<file path="src/rtl/sl_transmitter_pkg.sv">
// Shared types, config field layout and helpers for the serial-line transmitter.
package sl_pkg;

  localparam int DATA_W = 32;
  localparam int CFG_W  = 16;

  localparam int CFG_INV_BIT  = 0;
  localparam int CFG_LEN_LSB  = 1;
  localparam int CFG_LEN_W    = 6;
  localparam int CFG_FREQ_LSB = 7;
  localparam int CFG_FREQ_W   = 2;

  localparam logic [CFG_W-1:0] CFG_USED_MASK = 16'h01FF;
  localparam logic [CFG_W-1:0] CFG_RESET     = 16'h0110;

  typedef enum logic [3:0] {
    ST_IDLE      = 4'd0,
    ST_BIT_PRE   = 4'd1,
    ST_BIT_LOW   = 4'd2,
    ST_BIT_POST  = 4'd3,
    ST_PAR_PRE   = 4'd4,
    ST_PAR       = 4'd5,
    ST_PAR_POST  = 4'd6,
    ST_STOP      = 4'd7,
    ST_STOP_POST = 4'd8
  } sl_state_e;

  function automatic logic [6:0] sl_period(input logic [CFG_FREQ_W-1:0] freq_sel);
    logic [6:0] p;
    case (freq_sel)
      2'b00:   p = 7'd8;
      2'b01:   p = 7'd16;
      2'b10:   p = 7'd32;
      2'b11:   p = 7'd64;
      default: p = 7'd8;
    endcase
    return p;
  endfunction

  function automatic logic sl_len_ok(input logic [CFG_LEN_W-1:0] len);
    return (len[0] == 1'b0) && (len >= 6'd8) && (len <= 6'd32);
  endfunction

  function automatic logic [DATA_W-1:0] sl_len_mask(input logic [CFG_LEN_W-1:0] len);
    logic [DATA_W:0] m;
    m = (33'd1 << len) - 33'd1;
    return m[DATA_W-1:0];
  endfunction

endpackage

</file>
<file path="src/rtl/sl_transmitter_if.sv">
// Word handshake between a data source and the serial-line transmitter.
interface sl_transmitter_if;
  import sl_pkg::*;

  logic [DATA_W-1:0] data_w;
  logic              data_valid;
  logic              tx_ready;
  logic              word_sent;

  modport master (output data_w, output data_valid, input tx_ready, input word_sent);
  modport slave  (input data_w, input data_valid, output tx_ready, output word_sent);
endinterface

</file>
<file path="src/rtl/sl_transmitter_phase_timer.sv">
// Loadable phase down-counter; done is high while the count sits at zero.
module sl_phase_timer (
  input  logic       clk,
  input  logic       rst,
  input  logic       load_i,
  input  logic [5:0] load_val_i,
  output logic       done_o
);

  logic [5:0] cnt_q;
  logic [5:0] cnt_d;

  // Next count: reload, else count down and park at zero.
  always_comb begin
    cnt_d = cnt_q;
    if (load_i) begin
      cnt_d = load_val_i;
    end else if (cnt_q != 6'd0) begin
      cnt_d = cnt_q - 6'd1;
    end else begin
      cnt_d = cnt_q;
    end
  end

  // Count register.
  always_ff @(posedge clk) begin
    if (rst) begin
      cnt_q <= 6'd0;
    end else begin
      cnt_q <= cnt_d;
    end
  end

  assign done_o = (cnt_q == 6'd0);

endmodule

</file>
<file path="src/rtl/sl_transmitter.sv">
// Serial-line transmitter: config register, per-frame shadow copy and the
// frame FSM that drives the active-low zeroes/ones line pair.
module sl_transmitter
  import sl_pkg::*;
(
  input  logic                clk,
  input  logic                rst,
  input  logic                wr_enable,
  input  logic [CFG_W-1:0]    wr_config_w,
  output logic [CFG_W-1:0]    r_config_w,
  sl_transmitter_if.slave     tx,
  output logic                serial_line_zeroes,
  output logic                serial_line_ones,
  output logic [CFG_W-1:0]    status_w
);

  logic [CFG_W-1:0]     cfg_q, cfg_d;
  logic                 cfg_err_q, cfg_err_d;

  sl_state_e            state_q;
  logic                 zeroes_q, ones_q;
  logic                 tx_ready_q, word_sent_q;
  logic [DATA_W-1:0]    shift_q;
  logic [CFG_LEN_W-1:0] bit_cnt_q;
  logic [5:0]           per_m1_q;
  logic                 par_z_q, par_o_q;

  logic                 accept_s;
  logic [CFG_LEN_W-1:0] cfg_len_s;
  logic                 cfg_inv_s;
  logic [6:0]           cfg_per_s;
  logic [5:0]           cfg_per_m1_s;
  logic [DATA_W-1:0]    mask_s;
  logic                 tmr_load_s, tmr_done_s;
  logic [5:0]           tmr_val_s;

  assign accept_s     = tx.data_valid & tx_ready_q;
  assign cfg_len_s    = cfg_q[CFG_LEN_LSB +: CFG_LEN_W];
  assign cfg_inv_s    = cfg_q[CFG_INV_BIT];
  assign cfg_per_s    = sl_period(cfg_q[CFG_FREQ_LSB +: CFG_FREQ_W]);
  assign cfg_per_m1_s = 6'(cfg_per_s - 7'd1);
  assign mask_s       = sl_len_mask(cfg_len_s);

  // Config write: legal lengths update the register, anything else only flags.
  always_comb begin
    cfg_d     = cfg_q;
    cfg_err_d = cfg_err_q;
    if (wr_enable) begin
      if (sl_len_ok(wr_config_w[CFG_LEN_LSB +: CFG_LEN_W])) begin
        cfg_d     = wr_config_w & CFG_USED_MASK;
        cfg_err_d = 1'b0;
      end else begin
        cfg_err_d = 1'b1;
      end
    end else begin
      cfg_d     = cfg_q;
      cfg_err_d = cfg_err_q;
    end
  end

  // Config and sticky error registers.
  always_ff @(posedge clk) begin
    if (rst) begin
      cfg_q     <= CFG_RESET;
      cfg_err_q <= 1'b0;
    end else begin
      cfg_q     <= cfg_d;
      cfg_err_q <= cfg_err_d;
    end
  end

  // Timer reload value is the duration of the state being entered (H = T/2).
  always_comb begin
    tmr_load_s = 1'b0;
    tmr_val_s  = 6'd0;
    case (state_q)
      ST_IDLE: begin
        tmr_load_s = accept_s;
        tmr_val_s  = cfg_per_m1_s >> 1;
      end
      ST_BIT_PRE, ST_PAR_PRE, ST_PAR, ST_PAR_POST: begin
        tmr_load_s = tmr_done_s;
        tmr_val_s  = per_m1_q;
      end
      ST_BIT_LOW, ST_BIT_POST, ST_STOP: begin
        tmr_load_s = tmr_done_s;
        tmr_val_s  = per_m1_q >> 1;
      end
      default: begin
        tmr_load_s = 1'b0;
        tmr_val_s  = 6'd0;
      end
    endcase
  end

  sl_phase_timer u_timer (
    .clk        (clk),
    .rst        (rst),
    .load_i     (tmr_load_s),
    .load_val_i (tmr_val_s),
    .done_o     (tmr_done_s)
  );

  // Frame FSM; line levels are registered together with the state they belong to.
  always_ff @(posedge clk) begin
    if (rst) begin
      state_q     <= ST_IDLE;
      zeroes_q    <= 1'b1;
      ones_q      <= 1'b1;
      tx_ready_q  <= 1'b1;
      word_sent_q <= 1'b0;
      shift_q     <= '0;
      bit_cnt_q   <= 6'd0;
      per_m1_q    <= 6'd0;
      par_z_q     <= 1'b1;
      par_o_q     <= 1'b1;
    end else begin
      word_sent_q <= 1'b0;
      case (state_q)
        ST_IDLE: begin
          if (accept_s) begin
            shift_q    <= tx.data_w;
            bit_cnt_q  <= cfg_len_s;
            per_m1_q   <= cfg_per_m1_s;
            // p0 counts zero bits (inverted), p1 counts one bits, both over length bits only.
            par_z_q    <= ~(^(~tx.data_w & mask_s)) ^ cfg_inv_s;
            par_o_q    <= (^(tx.data_w & mask_s)) ^ cfg_inv_s;
            tx_ready_q <= 1'b0;
            state_q    <= ST_BIT_PRE;
          end else begin
            state_q <= ST_IDLE;
          end
        end
        ST_BIT_PRE: begin
          if (tmr_done_s) begin
            zeroes_q <= shift_q[0];
            ones_q   <= ~shift_q[0];
            state_q  <= ST_BIT_LOW;
          end else begin
            state_q <= ST_BIT_PRE;
          end
        end
        ST_BIT_LOW: begin
          if (tmr_done_s) begin
            zeroes_q <= 1'b1;
            ones_q   <= 1'b1;
            state_q  <= ST_BIT_POST;
          end else begin
            state_q <= ST_BIT_LOW;
          end
        end
        ST_BIT_POST: begin
          if (tmr_done_s) begin
            if (bit_cnt_q == 6'd1) begin
              state_q <= ST_PAR_PRE;
            end else begin
              shift_q   <= shift_q >> 1;
              bit_cnt_q <= bit_cnt_q - 6'd1;
              state_q   <= ST_BIT_PRE;
            end
          end else begin
            state_q <= ST_BIT_POST;
          end
        end
        ST_PAR_PRE: begin
          if (tmr_done_s) begin
            zeroes_q <= par_z_q;
            ones_q   <= par_o_q;
            state_q  <= ST_PAR;
          end else begin
            state_q <= ST_PAR_PRE;
          end
        end
        ST_PAR: begin
          if (tmr_done_s) begin
            zeroes_q <= 1'b1;
            ones_q   <= 1'b1;
            state_q  <= ST_PAR_POST;
          end else begin
            state_q <= ST_PAR;
          end
        end
        ST_PAR_POST: begin
          if (tmr_done_s) begin
            zeroes_q <= 1'b0;
            ones_q   <= 1'b0;
            state_q  <= ST_STOP;
          end else begin
            state_q <= ST_PAR_POST;
          end
        end
        ST_STOP: begin
          if (tmr_done_s) begin
            zeroes_q <= 1'b1;
            ones_q   <= 1'b1;
            state_q  <= ST_STOP_POST;
          end else begin
            state_q <= ST_STOP;
          end
        end
        ST_STOP_POST: begin
          if (tmr_done_s) begin
            word_sent_q <= 1'b1;
            tx_ready_q  <= 1'b1;
            state_q     <= ST_IDLE;
          end else begin
            state_q <= ST_STOP_POST;
          end
        end
        default: begin
          zeroes_q   <= 1'b1;
          ones_q     <= 1'b1;
          tx_ready_q <= 1'b1;
          state_q    <= ST_IDLE;
        end
      endcase
    end
  end

  assign serial_line_zeroes = zeroes_q;
  assign serial_line_ones   = ones_q;
  assign tx.tx_ready        = tx_ready_q;
  assign tx.word_sent       = word_sent_q;
  assign r_config_w         = cfg_q;
  assign status_w           = {14'd0, cfg_err_q, ~tx_ready_q};

endmodule

</file>
<file path="src/flat_wrapper.sv">
// flat-port wrapper written by rule: the top's interface ports become plain ports
module sl_transmitter_flat import sl_pkg::*;
  (clk, rst, wr_enable, wr_config_w, r_config_w, serial_line_zeroes, serial_line_ones, status_w, tx_data_w, tx_data_valid, tx_tx_ready, tx_word_sent);
  sl_transmitter_if tx_i ();
  input  logic clk;
  input  logic rst;
  input  logic wr_enable;
  input  logic [CFG_W-1:0] wr_config_w;
  output logic [CFG_W-1:0] r_config_w;
  output logic serial_line_zeroes;
  output logic serial_line_ones;
  output logic [CFG_W-1:0] status_w;
  input wire logic [$bits(tx_i.data_w)-1:0] tx_data_w;
  input wire logic [$bits(tx_i.data_valid)-1:0] tx_data_valid;
  output wire logic [$bits(tx_i.tx_ready)-1:0] tx_tx_ready;
  output wire logic [$bits(tx_i.word_sent)-1:0] tx_word_sent;
  assign tx_i.data_w = tx_data_w;
  assign tx_i.data_valid = tx_data_valid;
  assign tx_tx_ready = tx_i.tx_ready;
  assign tx_word_sent = tx_i.word_sent;
  sl_transmitter u_core (.clk(clk), .rst(rst), .wr_enable(wr_enable), .wr_config_w(wr_config_w), .r_config_w(r_config_w), .tx(tx_i), .serial_line_zeroes(serial_line_zeroes), .serial_line_ones(serial_line_ones), .status_w(status_w));
endmodule
</file>
<file path="config.mk">
export PLATFORM = sky130hd
export DESIGN_NAME = sl_transmitter_flat
export DESIGN_NICKNAME = d
export VERILOG_FILES = /design/src/rtl/sl_transmitter_pkg.sv /design/src/rtl/sl_transmitter_if.sv /design/src/rtl/sl_transmitter_phase_timer.sv /design/src/rtl/sl_transmitter.sv /design/src/flat_wrapper.sv
export SDC_FILE = /design/constraint.sdc
export NUM_CORES = 1
export LEC_CHECK = 0
export CAP_MARGIN = 10
export CELL_PAD_IN_SITES_DETAIL_PLACEMENT = 1
export CELL_PAD_IN_SITES_GLOBAL_PLACEMENT = 1
export CORE_MARGIN = 8
export CORE_UTILIZATION = 45
export CTS_BUF_LIST = sky130_fd_sc_hd__clkbuf_8 sky130_fd_sc_hd__clkbuf_16
export DETAILED_ROUTE_END_ITERATION = 10
export DONT_BUFFER_PORTS = 1
export PLACE_DENSITY = 0.82
export SLEW_MARGIN = 25
export SYNTH_ARGS = -nofsm -noshare
export SYNTH_HDL_FRONTEND = slang
export SYNTH_SLANG_ARGS = --single-unit
</file>
<file path="constraint.sdc">
create_clock -name clk -period 4.5 [get_ports clk]
set_clock_uncertainty 0.05 [all_clocks]
set_input_delay 1.35 -clock clk [delete_from_list [all_inputs] [get_ports clk]]
set_output_delay 1.35 -clock clk [all_outputs]
set_load 0.01 [all_outputs]
</file>
# Word level (Yosys, flattened, before mapping)
# Index checks and enable logic that the tools add are counted.
classes:
  magnitude_cmp: 2
  n_reduce_logical: 21
  n_shift: 1
  eq_ne: 20
  addsub: 4
  muxes: 36
  bitwise: 13
ops:
  columns: ["cell", "count"]
  rows:
  - ["$mux W32", 3]
  - ["$and A32 B32 Y32", 2]
  - ["$pmux W32 S2", 1]
  - ["$reduce_xor A32 Y1", 2]
  - ["$pmux W4 S9", 1]
  - ["$not A32 Y32", 1]
  - ["$shl A1 B6 Y32 const A", 1]
  - ["$sub A32 B1 Y32 const B", 1]
  - ["$mux W6", 5]
  - ["$pmux W6 S4", 1]
  - ["$pmux W6 S3", 1]
  - ["$sub A6 B1 Y6 const B", 3]
  - ["$eq A4 B3 Y1 const B", 4]
  - ["$ne A2 B1 Y1 const B", 7]
  - ["$mux W1", 13]
  - ["$pmux W6 S2", 1]
  - ["$pmux W1 S5", 2]
  - ["$reduce_or A3 Y1", 3]
  - ["$eq A4 B2 Y1 const B", 2]
  - ["$mux W4", 2]
  - ["$not A1 Y1", 7]
  - ["$reduce_or A7 Y1", 1]
  - ["$eq A6 B1 Y1 const B", 1]
  - ["$ge A6 B4 Y1 const B", 1]
  - ["other kinds (24)", 31]
word_totals:
  word_cells: 110
  in_bits: 52
  reg_bits: 70
  output_inout_bits: 36

# Depth between registers and ports, before layout
# Gate-level depths: netlist of the first run.
depth:
  depth_word: 6
  mapped_depth: 18
  ltp_nobuf: 14

# Modules after synthesis
# From an unflattened synthesis of the first run, not the netlist that was laid out.
unflattened:
  cells_unflattened: 704
  area_unflattened_um2: 5231.3
by_module_without_submodules:
  columns: ["module", "cells_each", "seq_area_each_um2", "area_each_um2", "n_inst"]
  rows:
  - ["sl_transmitter", 658, 1241.2, 4835.9, 1]
  - ["sl_phase_timer", 46, 120.1, 395.4, 1]

# Least setup slack after synthesis of the first run
# OpenSTA, ideal clock, no wires.
synth_path:
  path_kind: "reg-to-reg"
  startpoint: "reg u_core.cfg_q[3] (netlist: u_core.r_config_w[3])"
  endpoint: "reg u_core.par_o_q"
  stages_incl_launch_ff: 17
  required_ps: 4330
  t_arrival_ps: 3494
  setup_slack_ps: 836
  n_path_buf: 2
  setup_time_ps: 120
  cell_sequence: "dfxtp_1 > buf_6 > buf_6 > nor4_4 > nand3_1 > ha_1 > nor4_2 > mux2i_1 > o31a_1 > nand2b_1 > xnor2_1 > xor2_1 > xnor3_1 > xnor3_1 > xnor2_1 > a21oi_1 > or2_1"
synth_between:
  elab_chain_len: 5
synth_rtl:
  columns: ["item", "line", "text"]
  rows:
  - ["start, declared", "sl_transmitter.sv:17", "logic [CFG_W-1:0] cfg_q, cfg_d;"]
  - ["start signal, assigned", "sl_transmitter.sv:67", "cfg_q <= cfg_d;"]
  - ["$shl A1 B6 Y32", "sl_transmitter_pkg.sv:46", "m = (33'd1 << len) - 33'd1;"]
  - ["$sub A32 B1 Y32", "sl_transmitter_pkg.sv:46", null]
  - ["$and A32 B32 Y32", "sl_transmitter.sv:127", "par_o_q <= (^(tx.data_w & mask_s)) ^ cfg_inv_s;"]
  - ["$reduce_xor A32 Y1", "sl_transmitter.sv:127", null]
  - ["$xor A1 B1 Y1", "sl_transmitter.sv:127", null]
  - ["end signal, assigned", "sl_transmitter.sv:127", null]
  - ["end, declared", "sl_transmitter.sv:26", "logic par_z_q, par_o_q;"]
# No other way between the ends.
# A chain may end at the register's enable or synchronous reset.

# Final worst setup path of the first run
layout_path:
  startpoint: "reg u_core.cfg_q[2] (netlist: u_core.r_config_w[2])"
  endpoint: "reg u_core.par_o_q"
# Same word-level chain as after synthesis.

==> results of run 1 <==
==> layout make-up <==
| type | instances | area [µm²] | area share, % |
|---|---|---|---|
| clock buffers | 10 | 239.0 | 4.444 |
| clock inverters | 6 | 80.08 | 1.489 |
| inverters | 14 | 52.55 | 0.9772 |
| multi-input cells | 552 | 3376 | 62.77 |
| flip-flops and latches | 68 | 1361 | 25.31 |
| well taps | 143 | 178.9 | 3.327 |
| repair buffers | 12 | 90.09 | 1.675 |
==> worst max-delay path: cells and delay by family (launching register included) <==
| family | cells | cell delay (ns) |
|---|---|---|
| buf+inv | 1 | 0.22 |
| simple gates | 6 | 1.27 |
| xor+xnor | 4 | 1.23 |
| compound gates | 3 | 0.51 |
| flops | 1 | 0.42 |
| fa+ha+maj | 1 | 0.23 |
==> routing by layer <==
layer | track usage, % | part of all wire, % | up-vias
li1 | - | - | 2314
met1 | 28.66 | 43 | 2437
met2 | 34.22 | 47 | 161
met3 | 4.968 | 8.2 | 30
met4 | 8.302 | 2.1 | 0
met5 | 0 | 0 | -
==> cells by family after synthesis <==
family,share of synthesized area (%)
mux,0.7798
simple gates,27.12
flops,26.51
buf+inv,9.357
fa+ha+maj,0.9747
other cells,0.07303
xor+xnor,12.18
compound gates,23.00
==> worst paths after layout <==
kind                                     start                             end  slack [ns]  cells past startpoint
max          u_core.r_config_w[2]$_SDFFE_PP0P_     u_core.par_o_q$_SDFFE_PP1P_        0.44                     15
min             u_core.shift_q[2]$_SDFFE_PP0P_  u_core.shift_q[1]$_SDFFE_PP0P_        0.42                      2
max reg2reg  u_core.r_config_w[2]$_SDFFE_PP0P_     u_core.par_o_q$_SDFFE_PP1P_        0.44                     15
min reg2reg     u_core.shift_q[2]$_SDFFE_PP0P_  u_core.shift_q[1]$_SDFFE_PP0P_        0.42                      2
==> through the flow <==
step                      hold slack (ns)  power [mW]
after floorplan                    0.3949       1.412
after global routing               0.4388       2.442
after detailed placement           0.4116       1.552
after CTS                          0.4205       2.319
final                              0.4200       2.310
after global placement             0.4039       1.510
==> layout by cell type (no fill, tap or decap), types with 10 or more instances in the layout <==
cell | netlist | routed
sky130_fd_sc_hd__xor2_1 | 14 | 14
sky130_fd_sc_hd__nor2_1 | 87 | 87
sky130_fd_sc_hd__xnor2_1 | 46 | 46
sky130_fd_sc_hd__inv_1 | 10 | 12
sky130_fd_sc_hd__buf_4 | 23 | 12
sky130_fd_sc_hd__dfxtp_1 | 68 | 68
sky130_fd_sc_hd__a31oi_1 | 10 | 10
sky130_fd_sc_hd__nand3_1 | 15 | 15
sky130_fd_sc_hd__nor3_1 | 14 | 13
sky130_fd_sc_hd__nand2b_1 | 11 | 11
sky130_fd_sc_hd__a21oi_1 | 34 | 34
sky130_fd_sc_hd__o21ai_0 | 28 | 28
sky130_fd_sc_hd__nand2_1 | 102 | 101
sky130_fd_sc_hd__conb_1 | 1 | 21
sky130_fd_sc_hd__a311oi_1 | 34 | 34
sky130_fd_sc_hd__nor2b_1 | 13 | 13
==> state kept, by name, indices dropped and copies added, names as in the netlist, 4 cells and up <==
name and count:
u_core.per_m1_q 4, u_core.bit_cnt_q 6, u_core.r_config_w 9, u_core.shift_q 32
u_core.state_q 4, u_core.u_timer.cnt_q 6
==> power by group through the flow <==
stage          registers [mW]  clock network (mW)  logic (mW)
6_report                0.802               0.758       0.750
5_1_grt                 0.814               0.795       0.832
4_1_cts                 0.800               0.769       0.750
3_5_place_dp            0.810                   0       0.743
3_3_place_gp            0.801                   0       0.708
2_1_floorplan           0.780                   0       0.632
==> metrics.csv, run 1 <==
metric,value,unit
result_of_the_run,completed,
fraction_of_power_consumed_by_the_clock_network,32.8,%
worst_slack,0.4448,ns
placedCellCount,789,
synthesis.yosys.warnings,0,
yosysSeqAreaShare,26.51,%
grt_setup_unrepaired,no,
cts_resized,0,
ctsHtreeMaxLevel,3,
crit_path_end_kind,flop,
timing.final.crit_period,4.055,ns
antenna_found_initial,0,
netlist_top_cells_count,"sky130_fd_sc_hd__nand2_1, sky130_fd_sc_hd__nor2_1, sky130_fd_sc_hd__dfxtp_1",
global_route.overflow_total,0,
floorplan.initialDensity,45.55,%
dominantRegCellSynth,sky130_fd_sc_hd__dfxtp_1,
seq_cells_post_synth,68,
min-delay-path-class,reg2reg,
synthArstFlopShare,0,%
worst_path_largest_cell_delay,0.46,ns
layout.nets,713,
floorplan.die.width,122.8,µm
crit_slowest_cell,sky130_fd_sc_hd__xnor3_1,
post-synth-top-count-cell,sky130_fd_sc_hd__nand2_1,
grt_max_degree,69,
clk-insertion-delay-late,0.34,ns
placement_rows,39,
finalNonFillerCells,805,
synth_top_area_cell,sky130_fd_sc_hd__dfxtp_1,
post_drt_wl_per_cell,20.42,µm
fmax,246.6,MHz
cts.repair_timing.setup_buffer_count,0,
comb_power_share,32.5,%
setup-tns-final,0,ns
period_share,90.12,%
die_height,122.8,µm
routed_vias_inst,6.139,
place_hpwl,11.83,mm
seq_power_share,34.7,%
groute.usage.overall,21.86,%
first_global_vias,4860,
final_standard_cell_utilization_of_the_core,47.71,%
internal_power,1.525,mW
vdd_drop_max,0.2171,mV
post_synth_inst_count,688,
timing.critical_path.arrival,4.22,ns
ios,88,
netSwitchingPower,785.3,µW
total_number_of_vias,4942,
dieArea,0.01508,mm²
worst-path-max-fanout,23,
timing_worst_slew_pin_value,0.7954,ns
timing.max_cap.violations,0,
timing.final.hold_violations,0,
library_cells_used_by_synthesis,75,
worst_slew_margin_rel,46.78,%
cts_made_buffers,9,
antenna_left,0,
synth.area.top_cells,"sky130_fd_sc_hd__dfxtp_1, sky130_fd_sc_hd__xnor2_1, sky130_fd_sc_hd__nand2_1",
timing_worst_setup_path_type,reg2reg,
detailedRoute.firstIterationViolations,455,
mappedNetlistArea,0.005135,mm²
synth-edff-count,0,
cts_hold_buf,0,
drc_errors,0,
cts_tree,built,
cp_data_required_time,4.67,ns
placeable_area,0.01127,mm²
cp_cell_sequence,nor4_4 > nand2_1 > ha_1 > buf_4 > nor3_1 > nand2_1 > o22a_1 > o21ai_1 > nand2_1 > xnor3_1 > xnor3_1 > xnor3_1 > xnor2_1 > a21oi_1 > or2_1,
nFillCells,1435,
totalWireLength,16.44,mm
ctsRootBufferMaster,sky130_fd_sc_hd__clkbuf_16,
gpl.final_weighted_congestion,0.8932,
post-synth-top-area-fraction,26.51,%
placement.io_buffers,0,
antenna_cells,0,
critical_path.startpoint_type,flop,
layout-drive-gt1-share,7.855,%
drt-pass1-iter-count,4,
grt_pass1_wl,25.92,mm
area_added_between_synthesis_and_finish,4.727,%
p_leak,1.995,nW
timing.final.setup_violations,0,
powerDensity,429.6,mW/mm²
power.switching_fraction,33.99,%
numClockSinks,68,
syn_avg_cell_area,7.464,µm²
final_design_area_no_fill,0.005378,mm²
place_ws,0.4711,ns
dpl-instance-area,0.005059,mm²
cts_buffer_depth,2,
worst_setup_hold_path_clk_slew,0.06,ns
timing_max_transition_violations_final,0,
Power figures use the tool's default switching activity.
==> inputs of run 2 (changes only) <==
--- a/config.mk
+++ b/config.mk
@@ -9,11 +9,11 @@
 export CELL_PAD_IN_SITES_DETAIL_PLACEMENT = 1
 export CELL_PAD_IN_SITES_GLOBAL_PLACEMENT = 1
 export CORE_MARGIN = 8
-export CORE_UTILIZATION = 45
+export CORE_UTILIZATION = 47
 export CTS_BUF_LIST = sky130_fd_sc_hd__clkbuf_8 sky130_fd_sc_hd__clkbuf_16
 export DETAILED_ROUTE_END_ITERATION = 10
 export DONT_BUFFER_PORTS = 1
-export PLACE_DENSITY = 0.82
+export PLACE_DENSITY = 0.85
 export SLEW_MARGIN = 25
 export SYNTH_ARGS = -nofsm -noshare
 export SYNTH_HDL_FRONTEND = slang
==> metrics.csv, run 2 (synthesis gave the netlist of run 1 again) <==
metric,value,unit,change
first_global_vias,4921,,was 4860
worst_hold_launch,u_core.shift_q[18]$_SDFFE_PP0P_,,was u_core.shift_q[2]$_SDFFE_PP0P_
floorplan.die.width,120.5,µm,was 122.8 µm
fraction_of_power_consumed_by_the_clock_network,28.0,%,was 32.8%
worst_path_largest_cell_delay,0.44,ns,was 0.46 ns
dieArea,0.01453,mm²,was 0.01508 mm²
grt.met3_usage,5.921,%,was 4.968%
grt_pass1_wl,26.54,mm,was 25.92 mm
antenna_cells,0,,unchanged
critical_path_cell_count,14,,was 15
timing_max_transition_violations_final,0,,unchanged
netSwitchingPower,800.2,µW,was 785.3 µW
worst-path-max-fanout,12,,was 23
layout_commonest_cell,sky130_fd_sc_hd__nand2_1,,unchanged
internal_power,1.373,mW,was 1.525 mW
worst_r2r_path_depth,14,,was 15
antenna_found_initial,0,,unchanged
layout_common_cells,"sky130_fd_sc_hd__nand2_1, sky130_fd_sc_hd__nor2_1, sky130_fd_sc_hd__dfxtp_1",,unchanged
grt_max_degree,69,,unchanged
timing.final.hold_violations,0,,unchanged
cts_tree,built,,unchanged
totalWireLength,16.36,mm,was 16.44 mm
ctsHtreeMaxLevel,3,,unchanged
place_hpwl,11.86,mm,was 11.83 mm
numClockSinks,68,,unchanged
period_share,89.86,%,was 90.12%
drc_errors,0,,unchanged
timing.rr.start,u_core.r_config_w[3]$_SDFFE_PP0P_,,was u_core.r_config_w[2]$_SDFFE_PP0P_
finalNonFillerCells,801,,was 805
cp_cell_sequence,nor4_4 > nand3_1 > ha_1 > nor4_2 > mux2i_1 > o31a_1 > nand2b_1 > xnor2_1 > xor2_1 > xnor3_1 > xnor3_1 > xnor2_1 > a21oi_1 > or2_1,,was nor4_4 > nand2_1 > ha_1 > buf_4 > nor3_1 > nand2_1 > o22a_1 > o21ai_1 > nand2_1 > xnor3_1 > xnor3_1 > xnor3_1 > xnor2_1 > a21oi_1 > or2_1
placedCellCount,785,,was 789
largest_reg_flops,32,,unchanged
final-seq-area,0.001361,mm²,unchanged
seq_power_share,36.7,%,was 34.7%
area_of_the_multi_input_gates,0.003376,mm²,unchanged
groute.layer.met2.usage,36.89,%,was 34.22%
gpl.final_weighted_congestion,0.9289,,was 0.8932
whs,0.4296,ns,was 0.4200 ns
die_height,120.5,µm,was 122.8 µm
ios,88,,unchanged
reg2reg_slack,0.46,ns,was 0.44 ns
cts_hold_buf,0,,unchanged
cts.repair_timing.setup_buffer_count,0,,unchanged
grt_setup_unrepaired,no,,unchanged
ctsRootBufferMaster,sky130_fd_sc_hd__clkbuf_8,,was sky130_fd_sc_hd__clkbuf_16
fmax,247.3,MHz,was 246.6 MHz
placeable_area,0.01075,mm²,was 0.01127 mm²
routed_vias_inst,6.124,,was 6.139
layout.nets,712,,was 713
groute.usage.overall,22.93,%,was 21.86%
timing.final.crit_period,4.044,ns,was 4.055 ns
clk-insertion-delay-late,0.38,ns,was 0.34 ns
vdd_drop_max,0.2261,mV,was 0.2171 mV
post_drt_wl_per_cell,20.42,µm,about the same
cts_resized,0,,unchanged
power.switching_fraction,36.81,%,was 33.99%
cp_data_required_time,4.72,ns,was 4.67 ns
powerDensity,411.6,mW/mm²,was 429.6 mW/mm²
worst_reg2reg_endpoint,u_core.par_o_q$_SDFFE_PP1P_,,unchanged
use_met1,28.82,%,was 28.66%
placement.io_buffers,0,,unchanged
crit_end,u_core.par_o_q$_SDFFE_PP1P_,,unchanged
crit_path_end_kind,flop,,unchanged
cts_buffer_depth,2,,unchanged
worst_slack,0.4562,ns,was 0.4448 ns
placement_rows,38,,was 39
min-delay-path-class,reg2reg,,unchanged
critical_path.startpoint_type,flop,,unchanged
timing.final.setup_violations,0,,unchanged
floorplan.initialDensity,47.79,%,was 45.55%
timing.critical_path.from,u_core.r_config_w[3]$_SDFFE_PP0P_,,was u_core.r_config_w[2]$_SDFFE_PP0P_
registers.top_by_ff_count,u_core.shift_q,,unchanged
timing_worst_setup_path_type,reg2reg,,unchanged
worst_setup_hold_path_clk_slew,0.09,ns,was 0.06 ns
detailedRoute.firstIterationViolations,457,,was 455
total_number_of_vias,4905,,was 4942
comb_power_share,35.2,%,was 32.5%
timing.critical_path.buf_inv,0,,was 1
critical-path-top-delay-family,XOR/XNOR gates,,was simple AND/OR/NAND/NOR gates
p_leak,1.948,nW,was 1.995 nW
layout-drive-gt1-share,8.018,%,was 7.855%
cts_made_buffers,9,,unchanged
global_route.overflow_total,0,,unchanged
result_of_the_run,completed,,unchanged
place_ws,0.4876,ns,was 0.4711 ns
area_added_between_synthesis_and_finish,2.851,%,was 4.727%
setup-tns-final,0,ns,unchanged
nFillCells,1395,,was 1435
timing.max_cap.violations,0,,unchanged
timing.critical_path.arrival,4.27,ns,was 4.22 ns
drt-pass1-iter-count,4,,unchanged
antenna_left,0,,unchanged
timing_worst_slew_pin_value,0.8978,ns,was 0.7954 ns
p_total,2.174,mW,was 2.310 mW
crit_slowest_cell,sky130_fd_sc_hd__nor4_4,,was sky130_fd_sc_hd__xnor3_1
gr-max-usage-layer,met2,,unchanged
worst_slew_margin_rel,40.03,%,was 46.78%
run 2: worst min-delay path, delay by kind of cell (launching register included):
kind	cells	cell delay, ns
AOI/OAI and AO/OA	1	0.07
DFF	1	0.32
and+or+nand+nor	1	0.05
run 2: layout make-up:
cell class / count / area share (%)
Clock buffer: 11 / 2.867
Clock inverter: 5 / 1.564
Multi-Input combinational cell: 552 / 63.92
Sequential cell: 68 / 25.78
Tap cell: 140 / 3.317
Inverter: 14 / 0.9950
Timing Repair Buffer: 11 / 1.564
run 2: power by group through the flow:
stage / clock (mW) / combinational [mW] / sequential, mW
floorplan: 0 / 0.632 / 0.780
global placement: 0 / 0.705 / 0.801
detailed placement: 0 / 0.749 / 0.809
CTS: 0.620 / 0.760 / 0.797
global route: 0.640 / 0.850 / 0.813
finish: 0.609 / 0.766 / 0.799
run 2: per-stage QoR:
| stage | cell area, µm² | utilization (%) |
|---|---|---|
| after global routing | 5281 | 49.15 |
| after global placement | 5047 | 46.97 |
| final | 5281 | 49.15 |
| after CTS | 5281 | 49.15 |
| after detailed placement | 5047 | 46.97 |
| after floorplan | 5210 | - |
run 2: how the worst min path moves through the flow:
stage	depth (start not counted)	slack (ns)	to
detailed placement	2	0.42	u_core.shift_q[23]$_SDFFE_PP0P_
global route	2	0.44	u_core.shift_q[2]$_SDFFE_PP0P_
finish	2	0.43	u_core.shift_q[17]$_SDFFE_PP0P_
CTS	2	0.43	u_core.shift_q[22]$_SDFFE_PP0P_
floorplan	2	0.39	u_core.per_m1_q[5]$_SDFFE_PP0P_
global placement	2	0.40	u_core.shift_q[22]$_SDFFE_PP0P_
run 2: per-layer routing:
layer | vias up | share of wire [%]
met1 | 2415 | 43
met4 | 0 | 2.3
met5 | - | 0
li1 | 2309 | -
met2 | 156 | 47
met3 | 25 | 7.7
==> inputs of run 3 (changes only) <==
--- a/config.mk
+++ b/config.mk
@@ -8,6 +8,7 @@
 export CAP_MARGIN = 10
 export CELL_PAD_IN_SITES_DETAIL_PLACEMENT = 1
 export CELL_PAD_IN_SITES_GLOBAL_PLACEMENT = 1
+export CORE_ASPECT_RATIO = 0.6
 export CORE_MARGIN = 8
 export CORE_UTILIZATION = 47
 export CTS_BUF_LIST = sky130_fd_sc_hd__clkbuf_8 sky130_fd_sc_hd__clkbuf_16
==> metrics.csv, run 3 (synthesis gave the netlist of run 1 again) <==
metric,value,unit,change
worst-path-max-fanout,15,,was 12
totalWireLength,17.56,mm,was 16.36 mm
crit_slowest_cell,sky130_fd_sc_hd__dfxtp_1,,was sky130_fd_sc_hd__nor4_4
area_added_between_synthesis_and_finish,4.873,%,was 2.851%
critical-path-top-cell-by-count,sky130_fd_sc_hd__xnor3_1,,
numClockSinks,68,,unchanged
timing.final.crit_period,4.245,ns,was 4.044 ns
drc_errors,0,,unchanged
layout_common_cells,"sky130_fd_sc_hd__nand2_1, sky130_fd_sc_hd__nor2_1, sky130_fd_sc_hd__dfxtp_1",,unchanged
cts.repair_timing.setup_buffer_count,0,,unchanged
detailedRoute.firstIterationViolations,436,,was 457
final_standard_cell_utilization_of_the_core,50.83,%,was 49.15%
grt_pass1_wl,27.61,mm,was 26.54 mm
whs,0.4221,ns,was 0.4296 ns
layout_commonest_cell,sky130_fd_sc_hd__nand2_1,,unchanged
fmax,235.6,MHz,was 247.3 MHz
placeable_area,0.01060,mm²,was 0.01075 mm²
post_drt_wl_per_cell,21.90,µm,was 20.42 µm
antenna_cells,0,,unchanged
dieArea,0.01464,mm²,was 0.01453 mm²
floorplan.die.width,150.9,µm,was 120.5 µm
cts_made_buffers,9,,unchanged
cts_hold_buf,0,,unchanged
drt-pass1-iter-count,5,,was 4
final_design_area_no_fill,0.005385,mm²,was 0.005281 mm²
largest_reg_flops,32,,unchanged
ios,88,,unchanged
setup-tns-final,0,ns,unchanged
timing.final.hold_violations,0,,unchanged
cts_tree,built,,unchanged
global_route.overflow_total,0,,unchanged
ctsHtreeMaxLevel,3,,unchanged
timing.critical_path.buf_inv,0,,unchanged
nFillCells,1333,,was 1395
timing_worst_setup_path_type,reg2reg,,unchanged
cts_buffer_depth,2,,unchanged
p_leak,2.002,nW,was 1.948 nW
routed_vias_inst,6.238,,was 6.124
cp_cell_sequence,nor4_4 > nand3_1 > ha_1 > nor3_1 > nand2_1 > o22a_1 > o21ai_1 > nand2_1 > xnor3_1 > xnor3_1 > xnor3_1 > xnor2_1 > a21oi_1 > or2_1,,was nor4_4 > nand3_1 > ha_1 > nor4_2 > mux2i_1 > o31a_1 > nand2b_1 > xnor2_1 > xor2_1 > xnor3_1 > xnor3_1 > xnor2_1 > a21oi_1 > or2_1
timing_max_transition_violations_final,0,,unchanged
placement.io_buffers,0,,unchanged
gpl.final_weighted_congestion,0.9622,,was 0.9289
layout-drive-gt1-share,8.145,%,was 8.018%
groute.usage.overall,23.70,%,was 22.93%
worst_r2r_path_depth,14,,unchanged
antenna_left,0,,unchanged
worst_slew_margin_rel,31.82,%,was 40.03%
timing.critical_path.arrival,4.42,ns,was 4.27 ns
ctsRootBufferMaster,sky130_fd_sc_hd__clkbuf_16,,was sky130_fd_sc_hd__clkbuf_8
critical_path_cell_count,14,,unchanged
worst_setup_hold_path_clk_slew,0.05,ns,was 0.09 ns
dpl-instance-area,0.005069,mm²,was 0.005047 mm²
cp_data_required_time,4.67,ns,was 4.72 ns
cts_resized,0,,unchanged
registers.top_by_ff_count,u_core.shift_q,,unchanged
layout.nets,715,,was 712
min_delay_path_depth,2,,unchanged
floorplan.initialDensity,48.46,%,was 47.79%
timing.final.setup_violations,0,,unchanged
powerDensity,435.9,mW/mm²,was 411.6 mW/mm²
period_share,94.33,%,was 89.86%
crit_path_end_kind,flop,,unchanged
placement_rows,29,,was 38
min-delay-path-class,reg2reg,,unchanged
total_number_of_vias,5003,,was 4905
die_height,96.97,µm,was 120.5 µm
vdd_drop_max,0.2354,mV,was 0.2261 mV
place_hpwl,13.01,mm,was 11.86 mm
first_global_vias,4997,,was 4921
grt_setup_unrepaired,no,,unchanged
result_of_the_run,completed,,unchanged
timing_worst_slew_pin_value,1.021,ns,was 0.8978 ns
critical_path.startpoint_type,flop,,unchanged
antenna_found_initial,0,,unchanged
grt_max_degree,69,,unchanged
critical-path-top-delay-family,simple AND/OR/NAND/NOR gates,,was XOR/XNOR gates
worst_path_largest_cell_delay,0.49,ns,was 0.44 ns
clk-insertion-delay-late,0.34,ns,was 0.38 ns
timing.max_cap.violations,0,,unchanged
==> run 3: final cells by class <==
type,instances,area (µm²),share of cell area (%)
clock buffers,10,239.0,4.438
clock inverters,5,77.57,1.441
inverters,14,52.55,0.9758
multi-input cells,552,3376,62.69
flip-flops and latches,68,1361,25.28
well taps,139,173.9,3.230
repair buffers,14,105.1,1.952
==> run 3: worst paths after layout <==
| check | startpoint | to | slack [ns] |
|---|---|---|---|
| min | u_core.shift_q[28]$_SDFFE_PP0P_ | u_core.shift_q[27]$_SDFFE_PP0P_ | 0.42 |
| max reg2reg | u_core.r_config_w[4]$_SDFFE_PP1P_ | u_core.par_o_q$_SDFFE_PP1P_ | 0.26 |
| max | u_core.r_config_w[4]$_SDFFE_PP1P_ | u_core.par_o_q$_SDFFE_PP1P_ | 0.26 |
| min reg2reg | u_core.shift_q[28]$_SDFFE_PP0P_ | u_core.shift_q[27]$_SDFFE_PP0P_ | 0.42 |
==> run 3: metal layers <==
| metal | up-vias | global-route usage, % | part of all wire, % |
|---|---|---|---|
| met5 | - | 0 | 0 |
| met4 | 0 | 5.980 | 1.3 |
| met3 | 20 | 7.163 | 10 |
| met2 | 202 | 33.36 | 42 |
| met1 | 2466 | 34.02 | 46 |
| li1 | 2315 | - | - |
==> run 3: worst reg2reg max path, cell delays in order, from the launching register on <==
cell and delay (ns):
sky130_fd_sc_hd__dfxtp_1 0.49, sky130_fd_sc_hd__nor4_4 0.40, sky130_fd_sc_hd__nand3_1 0.12, sky130_fd_sc_hd__ha_1 0.39
sky130_fd_sc_hd__nor3_1 0.37, sky130_fd_sc_hd__nand2_1 0.13, sky130_fd_sc_hd__o22a_1 0.23, sky130_fd_sc_hd__o21ai_1 0.31
sky130_fd_sc_hd__nand2_1 0.12, sky130_fd_sc_hd__xnor3_1 0.37, sky130_fd_sc_hd__xnor3_1 0.22, sky130_fd_sc_hd__xnor3_1 0.42
sky130_fd_sc_hd__xnor2_1 0.20, sky130_fd_sc_hd__a21oi_1 0.09, sky130_fd_sc_hd__or2_1 0.22
==> run 3: metrics by stage <==
step                cells  power (mW)  setup WS [ns]
floorplan             708       1.412         0.8356
global placement      787       1.519         0.5289
detailed placement    787       1.571         0.3202
CTS                   802       2.348         0.2885
global route          802       2.472        0.08288
finish                802       2.348         0.2552
==> run 3: report_power, final <==
part	switching, mW	internal [mW]	leakage, nW	total, mW
Combinational	0.444	0.322	1.28	0.766
Clock	0.278	0.495	0.160	0.773
Sequential	0.0977	0.711	0.559	0.808
